<file path="src/rtl/cmp_pkg.sv">
// Shared constants and FSM encoding for the multi-byte magnitude comparator.
package cmp_pkg;
  localparam int CMP_MAX_BYTES = 8;
  localparam int CMP_IDX_W     = 3;

  typedef enum logic [1:0] {
    CMP_IDLE = 2'd0,
    CMP_RUN  = 2'd1,
    CMP_DONE = 2'd2
  } cmp_state_t;
endpackage

</file>
<file path="src/rtl/cmp_sequencer_if.sv">
// Request/result bundle between the ALU front end and cmp_sequencer.
// signed_mode exists only when CMP_SIGNED_EN is defined.
interface cmp_sequencer_if #(parameter int NBYTES = 4);
  logic                           start;
  logic [8*NBYTES-1:0]            a;
  logic [8*NBYTES-1:0]            b;
`ifdef CMP_SIGNED_EN
  logic                           signed_mode;
`endif
  logic                           busy;
  logic                           done;
  logic                           gt;
  logic                           lt;
  logic                           eq;
  logic [cmp_pkg::CMP_IDX_W-1:0]  diff_idx;

`ifdef CMP_SIGNED_EN
  modport master (output start, a, b, signed_mode,
                  input  busy, done, gt, lt, eq, diff_idx);
  modport slave  (input  start, a, b, signed_mode,
                  output busy, done, gt, lt, eq, diff_idx);
`else
  modport master (output start, a, b,
                  input  busy, done, gt, lt, eq, diff_idx);
  modport slave  (input  start, a, b,
                  output busy, done, gt, lt, eq, diff_idx);
`endif
endinterface

</file>
<file path="src/rtl/byte_cmp.sv">
// Combinational 8-bit unsigned greater/less/equal compare stage.
module byte_cmp (
  input  logic [7:0] x,
  input  logic [7:0] y,
  output logic       gt,
  output logic       lt,
  output logic       eq
);
  assign gt = (x > y);
  assign lt = (x < y);
  assign eq = (x == y);
endmodule

</file>
<file path="src/rtl/cmp_sequencer.sv">
// Byte-serial magnitude comparator, MSB first, stops at the first unequal byte.
// Optional two's-complement ordering on the top byte under CMP_SIGNED_EN.
module cmp_sequencer
  import cmp_pkg::*;
#(
  parameter int NBYTES = 4
) (
  input  logic            clk,
  input  logic            reset_n,
  cmp_sequencer_if.slave  bus
);
  localparam int OPW = 8 * CMP_MAX_BYTES;
  localparam logic [CMP_IDX_W-1:0] TOP_IDX = CMP_IDX_W'(NBYTES - 1);

  cmp_state_t           state, state_nxt;
  logic [CMP_IDX_W-1:0] idx;
  logic [OPW-1:0]       a_r, b_r;
  logic                 gt_r, lt_r, eq_r;
  logic [CMP_IDX_W-1:0] diff_r;
  logic [7:0]           x_byte, y_byte;
  logic                 byte_gt, byte_lt, byte_eq;
`ifdef CMP_SIGNED_EN
  logic                 sm_r;
`endif

  // Operands are held zero-extended to the maximum width so a 3-bit idx always selects in range.
  always_comb begin
    x_byte = a_r[{idx, 3'b000} +: 8];
    y_byte = b_r[{idx, 3'b000} +: 8];
`ifdef CMP_SIGNED_EN
    if (sm_r && (idx == TOP_IDX)) begin
      x_byte[7] = ~x_byte[7];
      y_byte[7] = ~y_byte[7];
    end
`endif
  end

  byte_cmp u_byte_cmp (
    .x  (x_byte),
    .y  (y_byte),
    .gt (byte_gt),
    .lt (byte_lt),
    .eq (byte_eq)
  );

  always_comb begin
    state_nxt = state;
    case (state)
      CMP_IDLE: if (bus.start) state_nxt = CMP_RUN;
      CMP_RUN:  if (!byte_eq || (idx == '0)) state_nxt = CMP_DONE;
      CMP_DONE: state_nxt = CMP_IDLE;
      default:  state_nxt = CMP_IDLE;
    endcase
  end

  always_ff @(posedge clk) begin
    if (!reset_n) begin
      state  <= CMP_IDLE;
      idx    <= '0;
      a_r    <= '0;
      b_r    <= '0;
      gt_r   <= 1'b0;
      lt_r   <= 1'b0;
      eq_r   <= 1'b0;
      diff_r <= '0;
`ifdef CMP_SIGNED_EN
      sm_r   <= 1'b0;
`endif
    end else begin
      state <= state_nxt;
      case (state)
        CMP_IDLE: begin
          if (bus.start) begin
            a_r    <= OPW'(bus.a);
            b_r    <= OPW'(bus.b);
            idx    <= TOP_IDX;
            gt_r   <= 1'b0;
            lt_r   <= 1'b0;
            eq_r   <= 1'b0;
            diff_r <= '0;
`ifdef CMP_SIGNED_EN
            sm_r   <= bus.signed_mode;
`endif
          end
        end
        CMP_RUN: begin
          if (!byte_eq) begin
            gt_r   <= byte_gt;
            lt_r   <= byte_lt;
            diff_r <= idx;
          end else if (idx == '0) begin
            eq_r   <= 1'b1;
            diff_r <= '0;
          end else begin
            idx <= idx - 1'b1;
          end
        end
        default: ;
      endcase
    end
  end

  assign bus.busy     = (state == CMP_RUN);
  assign bus.done     = (state == CMP_DONE);
  assign bus.gt       = gt_r;
  assign bus.lt       = lt_r;
  assign bus.eq       = eq_r;
  assign bus.diff_idx = diff_r;
endmodule

</file>
<file path="src/flat_wrapper.sv">
// flat-port wrapper written by rule: the top's interface ports become plain ports
module cmp_sequencer_flat import cmp_pkg::*;
#(
  parameter int NBYTES = 4
)
  (clk, reset_n, bus_start, bus_a, bus_b, bus_busy, bus_done, bus_gt, bus_lt, bus_eq, bus_diff_idx);
  cmp_sequencer_if #(.NBYTES(NBYTES)) bus_i ();
  input  logic clk;
  input  logic reset_n;
  input wire logic [$bits(bus_i.start)-1:0] bus_start;
  input wire logic [$bits(bus_i.a)-1:0] bus_a;
  input wire logic [$bits(bus_i.b)-1:0] bus_b;
  output wire logic [$bits(bus_i.busy)-1:0] bus_busy;
  output wire logic [$bits(bus_i.done)-1:0] bus_done;
  output wire logic [$bits(bus_i.gt)-1:0] bus_gt;
  output wire logic [$bits(bus_i.lt)-1:0] bus_lt;
  output wire logic [$bits(bus_i.eq)-1:0] bus_eq;
  output wire logic [$bits(bus_i.diff_idx)-1:0] bus_diff_idx;
  assign bus_i.start = bus_start;
  assign bus_i.a = bus_a;
  assign bus_i.b = bus_b;
  assign bus_busy = bus_i.busy;
  assign bus_done = bus_i.done;
  assign bus_gt = bus_i.gt;
  assign bus_lt = bus_i.lt;
  assign bus_eq = bus_i.eq;
  assign bus_diff_idx = bus_i.diff_idx;
  cmp_sequencer #(.NBYTES(NBYTES)) u_core (.clk(clk), .reset_n(reset_n), .bus(bus_i));
endmodule
</file>
<file path="config.mk">
export PLATFORM = sky130hd
export DESIGN_NAME = cmp_sequencer_flat
export DESIGN_NICKNAME = d
export VERILOG_FILES = /design/src/rtl/cmp_pkg.sv /design/src/rtl/cmp_sequencer_if.sv /design/src/rtl/byte_cmp.sv /design/src/rtl/cmp_sequencer.sv /design/src/flat_wrapper.sv
export SDC_FILE = /design/constraint.sdc
export NUM_CORES = 1
export LEC_CHECK = 0
export CAP_MARGIN = 15
export CORE_AREA = 2 2 87 89
export DETAILED_ROUTE_END_ITERATION = 7
export DIE_AREA = 0 0 89 91
export GPL_TIMING_DRIVEN = 0
export PLACE_DENSITY = 0.9
export SYNTH_ARGS = -nofsm -noshare
export SYNTH_HDL_FRONTEND = slang
export SYNTH_SLANG_ARGS = --single-unit
export TNS_END_PERCENT = 100
</file>
<file path="constraint.sdc">
create_clock -name clk -period 3.25 [get_ports clk]
set_input_delay 0.8125 -clock clk [delete_from_list [all_inputs] [get_ports clk]]
set_output_delay 0.8125 -clock clk [all_outputs]
set_load 0.05 [all_outputs]
</file>
==> metrics.md <==
| Metric | Value |
|---|---|
| Setup crit start kind | flop |
| Area of the multi-input gates | 0.00185 mm^2 |
| Final nets | 548 |
| Max-cap violations | 0 |
| Outcome | finished, final reports clean |
| Worst reg-to-reg setup slack | 0.40 ns |
| Main synth FF type | dfxtp_1 |
| CTS sink count | 75 |
| Pins Over Slew Limit | 0 |
| Worst-path clk slew | 0.07 ns |
| Placer Congestion | 0.906 |
| Routed via count | 3118 |
| Initial DRC Count | 200 |
| Adder-Cell Fraction of Synth Area | 3.55% |
| Fin worst setup slack | 0.401 ns |
| Worst path arrival time | 3.14 ns |
| Initial core utilization | 49.3% |
| Main combinational cell family by area after synthesis | simple AND/OR/NAND/NOR gates |
| P&R area growth vs syn | 30.4% |
| Critical path type | reg2reg |
| First-pass iteration count of the detailed router | 5 |
| Mapped Area | 0.00352 mm^2 |
| Max VDD drop | 254 uV |
| Tot Pwr | 2.32 mW |
| Unrepaired setup endpoints after global routing | false |
| Number of port buffers | 74 |
| Cells after synthesis | 386 |
| Hold WC Path Type | reg2reg |
| DIE WIDTH | 89 um |
| CTS buffer count | 9 |
| Fillers | 606 |
| Via-to-Cell Ratio | 5.43 |
| Vias in the first global route | 3189 |
| Total Wirelength | 9.31 mm |
| Place WS | 0.448 ns |
| Die Ht | 91 um |
| Simple-gate share of the synthesized area | 22.1% |
| CTS tree | built |
| Clock latency on the worst-skew pair | 0.35 ns |
| Die area | 0.00810 mm^2 |
| Syn Area/Cell | 9.12 um^2 |
| Seq/Total Area, Yosys | 42.7% |
| Crit path time final | 2.85 ns |
| GR Overflow Total | 0 |
| Gr usage total | 23.6% |
| Pleak | 1.74 nW |
| Final HPWL DP | 6.98 mm |
| Mux cell area share after synthesis | 10.5% |
| Register area | 0.00150 mm^2 |
| Cts hold-fix bufs | 0 |
| Count leader, synth | nand2_1 |
| Top cell type's share of synthesized area | 42.7% |
| Crit Path Max Fanout | 10 |
| Post-route insts no fill | 574 |
| # diodes | 0 |
| Wl on met1 | 3.79 mm |
| Async set or reset register ratio after synthesis | 0% |
| Slew @ Worst Pin | 0.509 ns |
| Post-CTS setup buffers | 0 |
| Clk_skew | 0.00685 ns |
| Final setup viols | 0 |
| Final period util | 87.7% |
| Xor/xnor cell area share of the yosys netlist | 0% |
| Met2 wire len | 4.72 mm |
| Area contributors post-synth | dfxtp_1 (43%), nand2_1 (14%), mux4_2 (10%) |
| Final ANT Viol Nets | 0 |
| Crit path required time | 3.54 ns |
| Design Area, Final | 0.00459 mm^2 |
| Initial antenna violation count | 0 |
| Largest net degree at the start of global routing | 13 |
| Pwr per Cell Area | 506 mW/mm^2 |
| Placed cell area | 0.00438 mm^2 |
| Hold Fails Final Rpt | 0 |
| # DRC | 0 |
| Yosys warnings | 0 |
| I/O pins | 75 |
| Post-synthesis compound-gate area fraction | 16.4% |
| Slew margin rel. | 66.1% |
| Setup TNS Final | 0 ns |
| Clk buf depth | 2 |
| Post-Place Cells | 559 |
| Fmax | 0.351 GHz |
| Per-cell routed wire length | 16.2 um |
| Cell taking the most area after synthesis | dfxtp_1 |
| Synth cell count leaders | nand2_1 (130), dfxtp_1 (75), a21boi_0 (36) |
| Metal3 WL | 507 um |
| Layout cell share with drive strength beyond 1 | 11.6% |
| Total core area | 0.00714 mm^2 |
| Rows | 31 |
| Mapped Nets | 463 |
| Max Used Layer | met4 |
| Root Buffer Master | clkbuf_8 |
| Setup crit end kind | flop |
| First-pass GRT wire length | 14.6 mm |
| Post-synth cell types | 34 |
| EDFF count, synth | 0 |
| Seq cells post-synth | 75 |
| Htree depth | 3 |
| # resized after CTS | 0 |
per-layer routing:
metal  vias to the layer above  global-route usage, %
met5                         -                      0
met4                         0                   11.4
met3                        31                   3.45
met2                       123                   40.7
met1                      1485                   28.2
li1                       1479                      -
power by group:
part           leakage (nW)  internal, mW  switching [mW]
Clock                 0.106         0.427           0.340
Combinational          1.02         0.254           0.282
Sequential            0.616         0.983          0.0392
Total                  1.74          1.66           0.661
stage by stage:
| stage | hold WS, ns | utilization, % |
|---|---|---|
| final | 0.456 | 64.3 |
| after CTS | 0.456 | 64.3 |
| after floorplan | 0.432 | - |
| after detailed placement | 0.446 | 61.4 |
| after global routing | 0.479 | 64.3 |
| after global placement | 0.440 | 61.4 |
path summary, 6_finish.rpt:
check | depth (start not counted) | end | startpoint
max | 9 | u_core.bus.diff_idx[2] | u_core.idx[1]
min | 2 | u_core.a_r[24] | u_core.a_r[24]
max reg2reg | 9 | u_core.bus.diff_idx[2] | u_core.idx[1]
min reg2reg | 2 | u_core.a_r[24] | u_core.a_r[24]
critical path: stages, from the launching register on:
cell and delay [ns]:
dfxtp_1 0.31, buf_2 0.27, buf_2 0.33, mux4_2 0.36, nor2b_1 0.16, ha_1 0.36, nand4_4 0.17, or3_1 0.44
a21oi_2 0.22, a32o_2 0.16
state kept, by name, indices dropped and copies added, names as in the netlist:
name / cells
u_core.state: 2
u_core.bus.lt: 1
u_core.bus.gt: 1
u_core.bus.eq: 1
u_core.b_r: 32
u_core.idx: 3
u_core.bus.diff_idx: 3
u_core.a_r: 32
cell families (layout without fill, tap and decap cells):
kind of cell,count (synthesis),after routing
buffers and inverters,33,122
flip-flops,75,75
adder cells (fa/ha/maj),10,10
AO/OA/AOI/OAI,80,80
AND/OR/NAND/NOR,171,171
multiplexers,17,17
placed cells by master, fill, tap and decap left out, types with 11 or more instances in the layout:
cell | synthesis | layout
buf_2 | 11 | 11
a21oi_1 | 14 | 14
a21boi_1 | 18 | 18
clkdlybuf4s50_1 | 0 | 74
clkbuf_1 | 12 | 13
dfxtp_1 | 75 | 75
mux4_2 | 16 | 16
a21boi_0 | 36 | 36
nand2_1 | 130 | 130
nor2b_1 | 11 | 11
layout make-up:
class	instances	share of cell area, %
clock buffer	10	2.78
multi-input combinational	278	40.3
clock inverter	5	1.72
inverter	5	0.409
tap	99	2.70
buffer	28	3.24
sequential	75	32.7
timing repair buffer	74	16.1
Power figures use the tool's default switching activity.
